<file path="config.mk">
export PLATFORM = sky130hd
export DESIGN_NAME = branch_pc_unit
export DESIGN_NICKNAME = d
export VERILOG_FILES = /design/src/rtl/branch_pc_unit.sv
export SDC_FILE = /design/constraint.sdc
export NUM_CORES = 1
export LEC_CHECK = 0
export CAP_MARGIN = 20
export CORE_UTILIZATION = 51
export CTS_CLUSTER_SIZE = 40
export DETAILED_ROUTE_END_ITERATION = 8
export GPL_ROUTABILITY_DRIVEN = 1
export PLACE_DENSITY = 0.89
export SYNTH_ARGS = -nofsm -noshare
export SYNTH_HDL_FRONTEND = slang
export SYNTH_SLANG_ARGS = --single-unit
</file>
<file path="constraint.sdc">
create_clock -name clk -period 8.35 [get_ports clk]
set_input_delay 1.2525 -clock clk [delete_from_list [all_inputs] [get_ports clk]]
set_output_delay 1.2525 -clock clk [all_outputs]
set_load 0.005 [all_outputs]
</file>
<file path="src/rtl/branch_pc_unit.sv">
// branch_pc_unit: PC and flag registers with single-cycle branch resolution.
// Defining RAS_RETURN_STACK_EN adds a circular return-address stack for call/ret.
module branch_pc_unit #(
   parameter int                ADDR_W    = 32,
   parameter logic [ADDR_W-1:0] RESET_PC  = '0,
   parameter int                RAS_DEPTH = 8
) (
   input  logic              clk,
   input  logic              rst,
   input  logic              en,
   input  logic              b,
   input  logic              br,
   input  logic              bz,
   input  logic              bnz,
   input  logic              bcy,
   input  logic              bncy,
   input  logic              bs,
   input  logic              bns,
   input  logic              bv,
   input  logic              bnv,
   input  logic              call,
   input  logic              ret,
   input  logic              flags_we,
   input  logic              alu_zero,
   input  logic              alu_carry,
   input  logic              alu_sign,
   input  logic              alu_ovf,
   input  logic [ADDR_W-1:0] offset,
   input  logic [ADDR_W-1:0] reg_target,
   output logic [ADDR_W-1:0] pc,
   output logic              taken,
   output logic [3:0]        flags,
   output logic              link_we,
   output logic [ADDR_W-1:0] link_addr,
   output logic              ras_empty,
   output logic              ras_full,
   output logic              ras_err
);

   if ((RAS_DEPTH < 2) || ((RAS_DEPTH & (RAS_DEPTH - 1)) != 0)) begin : g_bad_depth
      $error("RAS_DEPTH must be a power of two and at least 2");
   end

   logic [ADDR_W-1:0] r_pc;
   logic [3:0]        r_flags;
   logic [ADDR_W-1:0] w_pc_inc;
   logic [ADDR_W-1:0] w_pc_rel;
   logic [ADDR_W-1:0] w_target;
   logic [ADDR_W-1:0] w_ret_target;
   logic              w_take;

   assign w_pc_inc = r_pc + ADDR_W'(1);
   assign w_pc_rel = r_pc + offset;

`ifdef RAS_RETURN_STACK_EN
   localparam int SP_W = $clog2(RAS_DEPTH);
   localparam logic [SP_W-1:0] SP_ONE  = 1;
   localparam logic [SP_W:0]   CNT_ONE = 1;
   localparam logic [SP_W:0]   CNT_DEPTH = RAS_DEPTH[SP_W:0];

   logic [ADDR_W-1:0] r_stack [RAS_DEPTH];
   logic [SP_W-1:0]   r_sp;
   // Counts past RAS_DEPTH after an overflow so the wrapped entry is still popped.
   logic [SP_W:0]     r_cnt;
   logic              r_err;
   logic [SP_W-1:0]   w_top;
   logic              w_empty;
   logic              w_full;
   logic              w_push;
   logic              w_pop;
   logic              w_ret_empty;

   assign w_top        = r_sp - SP_ONE;
   assign w_empty      = (r_cnt == '0);
   assign w_full       = (r_cnt >= CNT_DEPTH);
   assign w_push       = en & call & ~ret;
   assign w_pop        = en & ret & ~w_empty;
   assign w_ret_empty  = en & ret & w_empty;
   assign w_ret_target = w_empty ? RESET_PC : r_stack[w_top];

   always_ff @(posedge clk or posedge rst) begin
      if (rst) begin
         r_sp  <= '0;
         r_cnt <= '0;
         r_err <= 1'b0;
         for (int i = 0; i < RAS_DEPTH; i++) r_stack[i] <= '0;
      end else if (w_push) begin
         r_stack[r_sp] <= w_pc_inc;
         r_sp          <= r_sp + SP_ONE;
         if (r_cnt != '1) r_cnt <= r_cnt + CNT_ONE;
         if (w_full) r_err <= 1'b1;
      end else if (w_pop) begin
         r_sp  <= r_sp - SP_ONE;
         r_cnt <= r_cnt - CNT_ONE;
      end else if (w_ret_empty) begin
         r_err <= 1'b1;
      end
   end

   assign ras_empty = w_empty;
   assign ras_full  = w_full;
   assign ras_err   = r_err;
`else
   assign w_ret_target = reg_target;
   assign ras_empty    = 1'b1;
   assign ras_full     = 1'b0;
   assign ras_err      = 1'b0;
`endif

   // Priority on illegal multi-strobe input: ret > call > br > b > conditionals.
   always_comb begin
      w_take   = 1'b0;
      w_target = w_pc_inc;
      if (ret) begin
         w_take   = 1'b1;
         w_target = w_ret_target;
      end else if (call || (b && !br)) begin
         w_take   = 1'b1;
         w_target = w_pc_rel;
      end else if (br) begin
         w_take   = 1'b1;
         w_target = reg_target;
      end else begin
         if      (bz)   w_take = r_flags[3];
         else if (bnz)  w_take = ~r_flags[3];
         else if (bcy)  w_take = r_flags[2];
         else if (bncy) w_take = ~r_flags[2];
         else if (bs)   w_take = r_flags[1];
         else if (bns)  w_take = ~r_flags[1];
         else if (bv)   w_take = r_flags[0];
         else if (bnv)  w_take = ~r_flags[0];
         if (w_take) w_target = w_pc_rel;
      end
   end

   always_ff @(posedge clk or posedge rst) begin
      if (rst) begin
         r_pc    <= RESET_PC;
         r_flags <= '0;
      end else if (en) begin
         r_pc <= w_target;
         if (flags_we) r_flags <= {alu_zero, alu_carry, alu_sign, alu_ovf};
      end
   end

   assign pc        = r_pc;
   assign flags     = r_flags;
   assign taken     = en & ~rst & w_take;
   assign link_we   = en & ~rst & call & ~ret;
   assign link_addr = w_pc_inc;

endmodule

</file>
After elaboration in Yosys (flattened, before gate mapping):

Index checks and enable logic that the tools add are counted.

* bitwise gates (word level): 10
* add/sub/neg operators: 2
* reductions and logical operators: 4
* muxes and demuxes: 18

Operators with widths (count)
* $mux W32: 4
* $add A32 B1 Y32 const B: 1
* $add A32 B32 Y32: 1
* $mux W1: 14
* $not A1 Y1: 6
* $and A1 B1 Y1: 4
* $reduce_and A2 Y1: 1
* $logic_and A1 B1 Y1: 1
* $logic_not A1 Y1: 1
* $logic_or A1 B1 Y1: 1

* output and inout port bits: 73
* register bits after elaboration: 36

Depth between registers and ports, before layout:

Gate-level depths: netlist of run 1.

* depth in word-level cells: 16
* gate-level depth with buffers: 10
* gate-level depth less buffers: 10

Worst setup path before layout of run 1:

OpenSTA, ideal clock, no wires.

* kind: input-to-output
* start point: input port bv
* end point: output port taken
* required time: 7098 ps
* stages: 7
* arrival: 2393 ps
* path slack: 4705 ps
* cell sequence: and2_1 o21ai_0 o2111ai_1 a21oi_2 nand2_1 nor2_1 nor3_1

* longest elaborated chain between the ends: 14

Ends and longest elaborated chain
* start, declared: line 19 `input logic bv,`
* $mux W1: line 130 `else if (bv) w_take = r_flags[0];`
* $mux W1: line 129 `else if (bns) w_take = ~r_flags[1];`
* $mux W1: line 128 `else if (bs) w_take = r_flags[1];`
* $mux W1: line 127 `else if (bncy) w_take = ~r_flags[2];`
* $mux W1: line 126 `else if (bcy) w_take = r_flags[2];`
* $mux W1: line 125 `else if (bnz) w_take = ~r_flags[3];`
* $mux W1: line 124 `if (bz) w_take = r_flags[3];`
* $mux W1: line 120 `end else if (br) begin`
* $mux W1: line 117 `end else if (call || (b && !br)) begin`
* $mux W1: line 114 `if (ret) begin`
* $mux W1: line 120
* $mux W1: line 117
* $mux W1: line 114
* $and A1 B1 Y1: line 148 `assign taken = en & ~rst & w_take;`
* end, declared: line 31 `output logic taken,`

No other way between the ends. The select of a mux whose other input is x is not followed.

Worst setup path after layout of run 1:

* start point: input port br
* end point: output port taken

* longest elaborated chain between the ends: 6
* elaborated cells on any way between the ends: 7
* classes of those cells: mux: 3; bitwise: 1; reduce/logical: 3

Ends and longest elaborated chain
* start, declared: line 12 `input logic br,`
* $logic_not A1 Y1: line 117
* $logic_and A1 B1 Y1: line 117
* $logic_or A1 B1 Y1: line 117
* $mux W1 (*): line 117
* $mux W1 (*): line 114
* $and A1 B1 Y1 (*): line 148

Every way passes the cells marked *; elsewhere a longest branch is shown, timed or not.

==> flow_summary.toml, run 1 <==
[run_status]
run_status = "complete, no violations"

[finish]
multi_input_comb_area_um2 = 3530
postLayoutCoreUtil = 0.719
layout-drive-gt1-share = 0.0548
final_common_cell = "sky130_fd_sc_hd__clkdlybuf4s50_1"
register_area_um2 = 901
syn2layout_area_growth_pct = 36.0
finalNetCount = 846
layout.cells.most_common_list = "sky130_fd_sc_hd__clkdlybuf4s50_1 (153), sky130_fd_sc_hd__a21oi_1 (56), sky130_fd_sc_hd__nand2_1 (51), sky130_fd_sc_hd__nor2_1 (47), sky130_fd_sc_hd__dfrtp_1 (36)"
count_of_antenna_diodes_in_the_layout = 0
num-fill-cells = 710

[synthesis]
yosys_register_bits = 36
number_of_enable_type_register_cells_in_the_synthesized_netlist = 0
synth_seq_area_share = 0.194
post_synth_instance_area_um2 = 4640
yosys.cell_types.count = 81
synthTopCellsByArea = "sky130_fd_sc_hd__dfrtp_1 (19%), sky130_fd_sc_hd__ha_1 (8.6%), sky130_fd_sc_hd__a21oi_1 (6.0%), sky130_fd_sc_hd__xnor2_1 (4.9%), sky130_fd_sc_hd__xor2_1 (4.2%)"
synthDominantAreaCellType = "sky130_fd_sc_hd__dfrtp_1"
post_synth_arst_share = 1.00
synth_warnings = 0
yosys_most_used_dff = "sky130_fd_sc_hd__dfrtp_1"
mapped_avg_cell_area_um2 = 7.79
syn-instance-count = 595
netlist.area_leader.share = 0.194

[place]
dp.final_hpwl_um = 13000
port_buffers = 153
place.gp.congestion = 0.959

[pwr]
power.static_leakage_uw = 0.00258
p_per_area_nw_per_um2 = 211
vdd_drop_max_mv = 0.142

[critical_path]
worst_setup_path_end_kind = "output pin"
setup.reg_to_reg.worst_slack_ns = 5.10
worstPathMaxFanout = 10
worst_setup_path_startpoint = "br"
worst_r2r_endpoint = "pc[30]$_DFFE_PP0P_"
critPathArrivalTime_ns = 3.86
rr_startpoint = "pc[0]$_DFFE_PP0P_"
r2r.worst_path.cells = 10
critical_path_required_ns = 7.10
critical_path_class = "primary input to output pin"
kind_of_start_point_of_the_critical_path = "primary input"

[sta]
final-setup-viol-count = 0
setup-tns-final_ns = 0
timing.max_slew.rel_slack = 0.175
tightest_slew_ns = 1.23
unrepaired_setup_endpoints_after_global_routing = "false"
final_period_utilization = 0.613
max_clock_freq_mhz = 195
worst_clock_skew_ns = 0.0118
period_needed_ns = 5.12
final-hold-violation-count = 0
slew_violations = 0

[floorplanning]
floorplan.initialDensity = 0.529
floorplan.die.width_um = 97.4
core_um2 = 8760
row_count = 34
design.die.area_um2 = 9480
num_io_pins = 157
dieHeight_um = 97.4

[drt]
wl_per_cell_um = 20.7
routed.top_layer = "met4"
final_routed_drc_violation_total = 0
firstDrtPassIters = 5
post_drt_via_cell_ratio = 6.58
vias = 5518
wl_met3_um = 1740
route.met2.wl_um = 8050
dr.first_iter.drc_count = 453
route.antenna.remaining_nets = 0
detail_route.wirelength_um = 17400
met1_length_um = 7110

[job]
max_cap_violations = 0

[min_path]
hold_path.startpoint = "flags[0]$_DFFE_PP0P_"
timing.hold.worst_path_depth = 1
kind_of_path_behind_the_tightest_hold_check = "flop to flop"
hold_end = "flags[0]$_DFFE_PP0P_"

[cts]
count_of_instances_resized_after_the_clock_tree_is_built = 0
tritoncts_num_sinks = 36
cts-buffers-inserted = 5
hold_buffers = 0
clock_tree.buffer_depth = 2
tritoncts = "built"
cts_setup_buffers = 0
ctsHtreeMaxLevel = 2
cell_at_the_root_of_the_clock_tree = "sky130_fd_sc_hd__clkbuf_8"
cts.reportedPaths.clkPinSlew_ns = 0.09
clk_latency_ns = 0.30

[grt]
first_pass_grt_wire_length_um = 27200
grt_antenna_before_repair = 0
first_global_vias = 5294
grt_max_degree = 46
global_route.usage.total = 0.357
total_global_routing_overflow = 0
power by group:
part	internal, uW	total (uW)	switching, uW
sequential	215	303	87.6
clock	67.4	143	76.1
combinational	439	883	444
kinds of logic (layout without fill, tap and decap cells):
family / count (synthesis) / after routing / synth area share
other: 2 / 3 / 0.00162
multiplexers: 10 / 10 / 0.0229
AO/OA/AOI/OAI: 216 / 216 / 0.326
AND/OR/NAND/NOR: 197 / 197 / 0.219
XOR/XNOR: 50 / 50 / 0.0977
adder cells (fa/ha/maj): 33 / 33 / 0.0907
buffers and inverters: 51 / 185 / 0.0478
flip-flops: 36 / 36 / 0.194
area by class of cell:
class / instances / share of cell area
Sequential cell: 36 / 0.143
Inverter: 19 / 0.0113
Multi-Input combinational cell: 509 / 0.561
Tap cell: 108 / 0.0214
Timing Repair Buffer: 158 / 0.249
Clock inverter: 1 / 0.00119
Clock buffer: 7 / 0.0137
flip-flops by register name (all words and copies together) (netlist names):
signal and flops:
pc 32, flags 4
worst max path at each step:
stage / to / slack (ns) / cells past startpoint
after floorplan: taken / 4.70 / 7
after global placement: taken / 3.36 / 8
after detailed placement: taken / 3.25 / 8
after CTS: taken / 3.27 / 8
after global routing: taken / 3.16 / 8
final: taken / 3.23 / 8
routing by layer:
layer,GRT usage,vias up
met5,0,-
met4,0.109,0
met3,0.0489,44
met2,0.598,349
met1,0.479,2600
li1,-,2525
worst max-delay path: stages:
cell	delay [ns]
sky130_fd_sc_hd__clkdlybuf4s50_1	0.75
sky130_fd_sc_hd__inv_1	0.20
sky130_fd_sc_hd__a21o_1	0.27
sky130_fd_sc_hd__a21oi_2	0.34
sky130_fd_sc_hd__nand2_1	0.25
sky130_fd_sc_hd__nor2_1	0.26
sky130_fd_sc_hd__nor3_1	0.07
sky130_fd_sc_hd__clkdlybuf4s50_1	0.46
Yosys cell counts, drive strengths merged (7+ instances only):
| library cell | n |
|---|---|
| buf | 11 |
| a21o | 24 |
| ha | 32 |
| a221oi | 13 |
| nor2 | 48 |
| nor3 | 12 |
| xnor2 | 28 |
| o21a | 7 |
| a22oi | 7 |
| nand4 | 15 |
| a31oi | 11 |
| a21oi | 59 |
| inv | 19 |
| dfrtp | 36 |
| nand2 | 52 |
| and3 | 11 |
| xor2 | 22 |
| o21ai | 31 |
| nand3 | 21 |
| o221ai | 8 |
| o22ai | 15 |
| clkbuf | 21 |
stage by stage:
step	hold WS [ns]	setup WS, ns	power (uW)	cells	cell area [um2]
4_1_cts	0.584	3.27	1320	838	6300
3_5_place_dp	0.566	3.25	1170	830	6210
2_1_floorplan	0.541	4.70	810	596	4640
6_report	0.583	3.23	1330	838	6300
5_1_grt	0.600	3.16	1410	838	6300
3_3_place_gp	0.550	3.36	1160	830	6210
No activity file was read; power rests on OpenSTA's default activity.
==> run 2, diff against run 1 <==
--- a/config.mk
+++ b/config.mk
@@ -6,11 +6,11 @@
 export NUM_CORES = 1
 export LEC_CHECK = 0
 export CAP_MARGIN = 20
-export CORE_UTILIZATION = 51
+export CORE_UTILIZATION = 43
 export CTS_CLUSTER_SIZE = 40
 export DETAILED_ROUTE_END_ITERATION = 8
 export GPL_ROUTABILITY_DRIVEN = 1
-export PLACE_DENSITY = 0.89
+export PLACE_DENSITY = 0.8
 export SYNTH_ARGS = -nofsm -noshare
 export SYNTH_HDL_FRONTEND = slang
 export SYNTH_SLANG_ARGS = --single-unit
==> constraint.sdc (replaced) <==
create_clock -name clk -period 4.4 [get_ports clk]
set_input_delay 0.66 -clock clk [delete_from_list [all_inputs] [get_ports clk]]
set_output_delay 0.66 -clock clk [all_outputs]
set_load 0.005 [all_outputs]
==> run 2 against run 1 <==
Compared with the run above:
- design area up 0.89%
- via count down 1.4%
- core utilization down 11 points
- count of clock-buffer cells in the layout unchanged
- flip-flop and latch count unchanged
- clock power up 97%
- die area up 18%
- critical path type unchanged
- total power up 90%
- setup slack worse by 2.7 ns
- first-iteration DRC count down 12%
==> flow_summary.toml, run 2 (synthesis gave the netlist of run 1 again) <==
[finish]
count_of_antenna_diodes_in_the_layout = 0
syn2layout_area_growth_pct = 37.2
layout.cells.most_common_list = "sky130_fd_sc_hd__clkdlybuf4s50_1 (153), sky130_fd_sc_hd__a21oi_1 (56), sky130_fd_sc_hd__nand2_1 (51), sky130_fd_sc_hd__nor2_1 (47), sky130_fd_sc_hd__dfrtp_1 (36)"
finalNetCount = 850
layout-drive-gt1-share = 0.0587
multi_input_comb_area_um2 = 3520
register_area_um2 = 901
number_of_flip_flops_under_the_largest_register_name = 32
final_common_cell = "sky130_fd_sc_hd__clkdlybuf4s50_1"
num-fill-cells = 971
postLayoutCoreUtil = 0.613

[sta]
timing.max_slew.rel_slack = 0.444
final-hold-violation-count = 0
unrepaired_setup_endpoints_after_global_routing = "false"
tightest_slew_ns = 0.835
worst_clock_skew_ns = 0.0138
setup-tns-final_ns = 0
final_period_utilization = 0.871
final-setup-viol-count = 0
post-route-worst-setup-slack_ns = 0.569
period_needed_ns = 3.83
max_clock_freq_mhz = 261
slew_violations = 0

[pwr]
power_frac_seq = 0.226
internal-power_uw = 1380
power.share.switching = 0.451
power.static_leakage_uw = 0.00260
fin_total_pwr_uw = 2520
vdd_drop_max_mv = 0.216
p_per_area_nw_per_um2 = 396
power.clock.fraction = 0.112
p_comb_frac = 0.662
p_sw_uw = 1140

[grt]
grt_max_degree = 45
total_global_routing_overflow = 0
first_pass_grt_wire_length_um = 27600
global_route.usage.total = 0.312
first_global_vias = 5445
grt_antenna_before_repair = 0

[critical_path]
critPathArrivalTime_ns = 3.17
timing.critical_path.mode_cell = "sky130_fd_sc_hd__clkdlybuf4s50_1"
worstPathMaxFanout = 7
critical_path_class = "primary input to output pin"
critical_path_cell_count = 9
cp_slowest_cell = "sky130_fd_sc_hd__a21oi_2"
timing.critical_path.cells = "clkdlybuf4s50_1 -> and2_1 -> o21ai_0 -> o2111ai_1 -> a21oi_2 -> nand2_1 -> nor2_1 -> nor3_1 -> clkdlybuf4s50_1"
cp_num_buf_inv = 2
r2r.worst_path.cells = 10
worst_path_largest_cell_delay_ns = 0.48
worst_setup_path_end_kind = "output pin"
crit_family = "compound AO/OA/AOI/OAI gates"
critical_path_required_ns = 3.74
kind_of_start_point_of_the_critical_path = "primary input"

[place]
place.gp.congestion = 0.957
preCtsSetupSlack_ns = 0.583
dp.final_hpwl_um = 13200
port_buffers = 153

[cts]
cell_at_the_root_of_the_clock_tree = "sky130_fd_sc_hd__clkbuf_8"
hold_buffers = 0
cts-buffers-inserted = 5
clock_tree.buffer_depth = 2
ctsHtreeMaxLevel = 2
tritoncts = "built"
count_of_instances_resized_after_the_clock_tree_is_built = 0
clk_latency_ns = 0.31
tritoncts_num_sinks = 36
cts_setup_buffers = 0
cts.reportedPaths.clkPinSlew_ns = 0.07

[drt]
dr.first_iter.drc_count = 397
vias = 5438
wl_per_cell_um = 20.0
final_routed_drc_violation_total = 0
firstDrtPassIters = 5
detail_route.wirelength_um = 17400
post_drt_via_cell_ratio = 6.26
route.antenna.remaining_nets = 0

[floorplanning]
row_count = 37
design.die.area_um2 = 11200
dieHeight_um = 106
num_io_pins = 157
floorplan.initialDensity = 0.447
floorplan.die.width_um = 106
core_um2 = 10400

[min_path]
timing.hold.worst_path_depth = 1
kind_of_path_behind_the_tightest_hold_check = "flop to flop"

[job]
max_cap_violations = 0

[run_status]
run_status = "complete, no violations"
[run 2: cell types whose count changed in the layout (fill, tap and decap cells not counted), sizes merged]
cell and delta:
buf +4, clkinvlp -1
[run 2: area by class of cell]
| class | count | share of cell area |
|---|---|---|
| Timing Repair Buffer | 162 | 0.251 |
| Tap cell | 136 | 0.0268 |
| Clock buffer | 7 | 0.0151 |
| Multi-Input combinational cell | 509 | 0.554 |
| Sequential cell | 36 | 0.142 |
| Inverter | 19 | 0.0112 |
[run 2: power groups by stage]
stage,logic [uW],clock network [uW],registers [uW]
2_1_floorplan,999,0,539
3_3_place_gp,1610,0,569
3_5_place_dp,1630,0,573
4_1_cts,1650,281,567
5_1_grt,1810,291,586
6_report,1670,282,571
[run 2: per-layer routing]
metal | track usage | vias to the layer above | part of all wire | wire length [um]
met2 | 0.496 | 314 | 0.46 | 7980
met1 | 0.419 | 2557 | 0.42 | 7250
met3 | 0.0612 | 47 | 0.091 | 1580
met5 | 0 | - | 0 | 0
li1 | - | 2520 | - | -
met4 | 0.112 | 0 | 0.031 | 540
[run 2: path summary, 6_finish.rpt]
| kind | end | start | slack, ns |
|---|---|---|---|
| max in group asynchronous | pc[7]$_DFFE_PP0P_ | rst | 3.16 |
| min | flags[3]$_DFFE_PP0P_ | flags[3]$_DFFE_PP0P_ | 0.58 |
| min reg2reg | flags[3]$_DFFE_PP0P_ | flags[3]$_DFFE_PP0P_ | 0.58 |
| max reg2reg | pc[30]$_DFFE_PP0P_ | pc[0]$_DFFE_PP0P_ | 1.25 |
| max | taken | bv | 0.57 |
| min in group asynchronous | pc[1]$_DFFE_PP0P_ | rst | 0.86 |
[run 2: metrics by stage]
step	cells	hold slack, ns	instance area [um2]
final	869	0.578	6360
after global routing	869	0.609	6360
after CTS	869	0.577	6360
after detailed placement	862	0.559	6260
after global placement	862	0.548	6260
after floorplan	596	0.541	4640
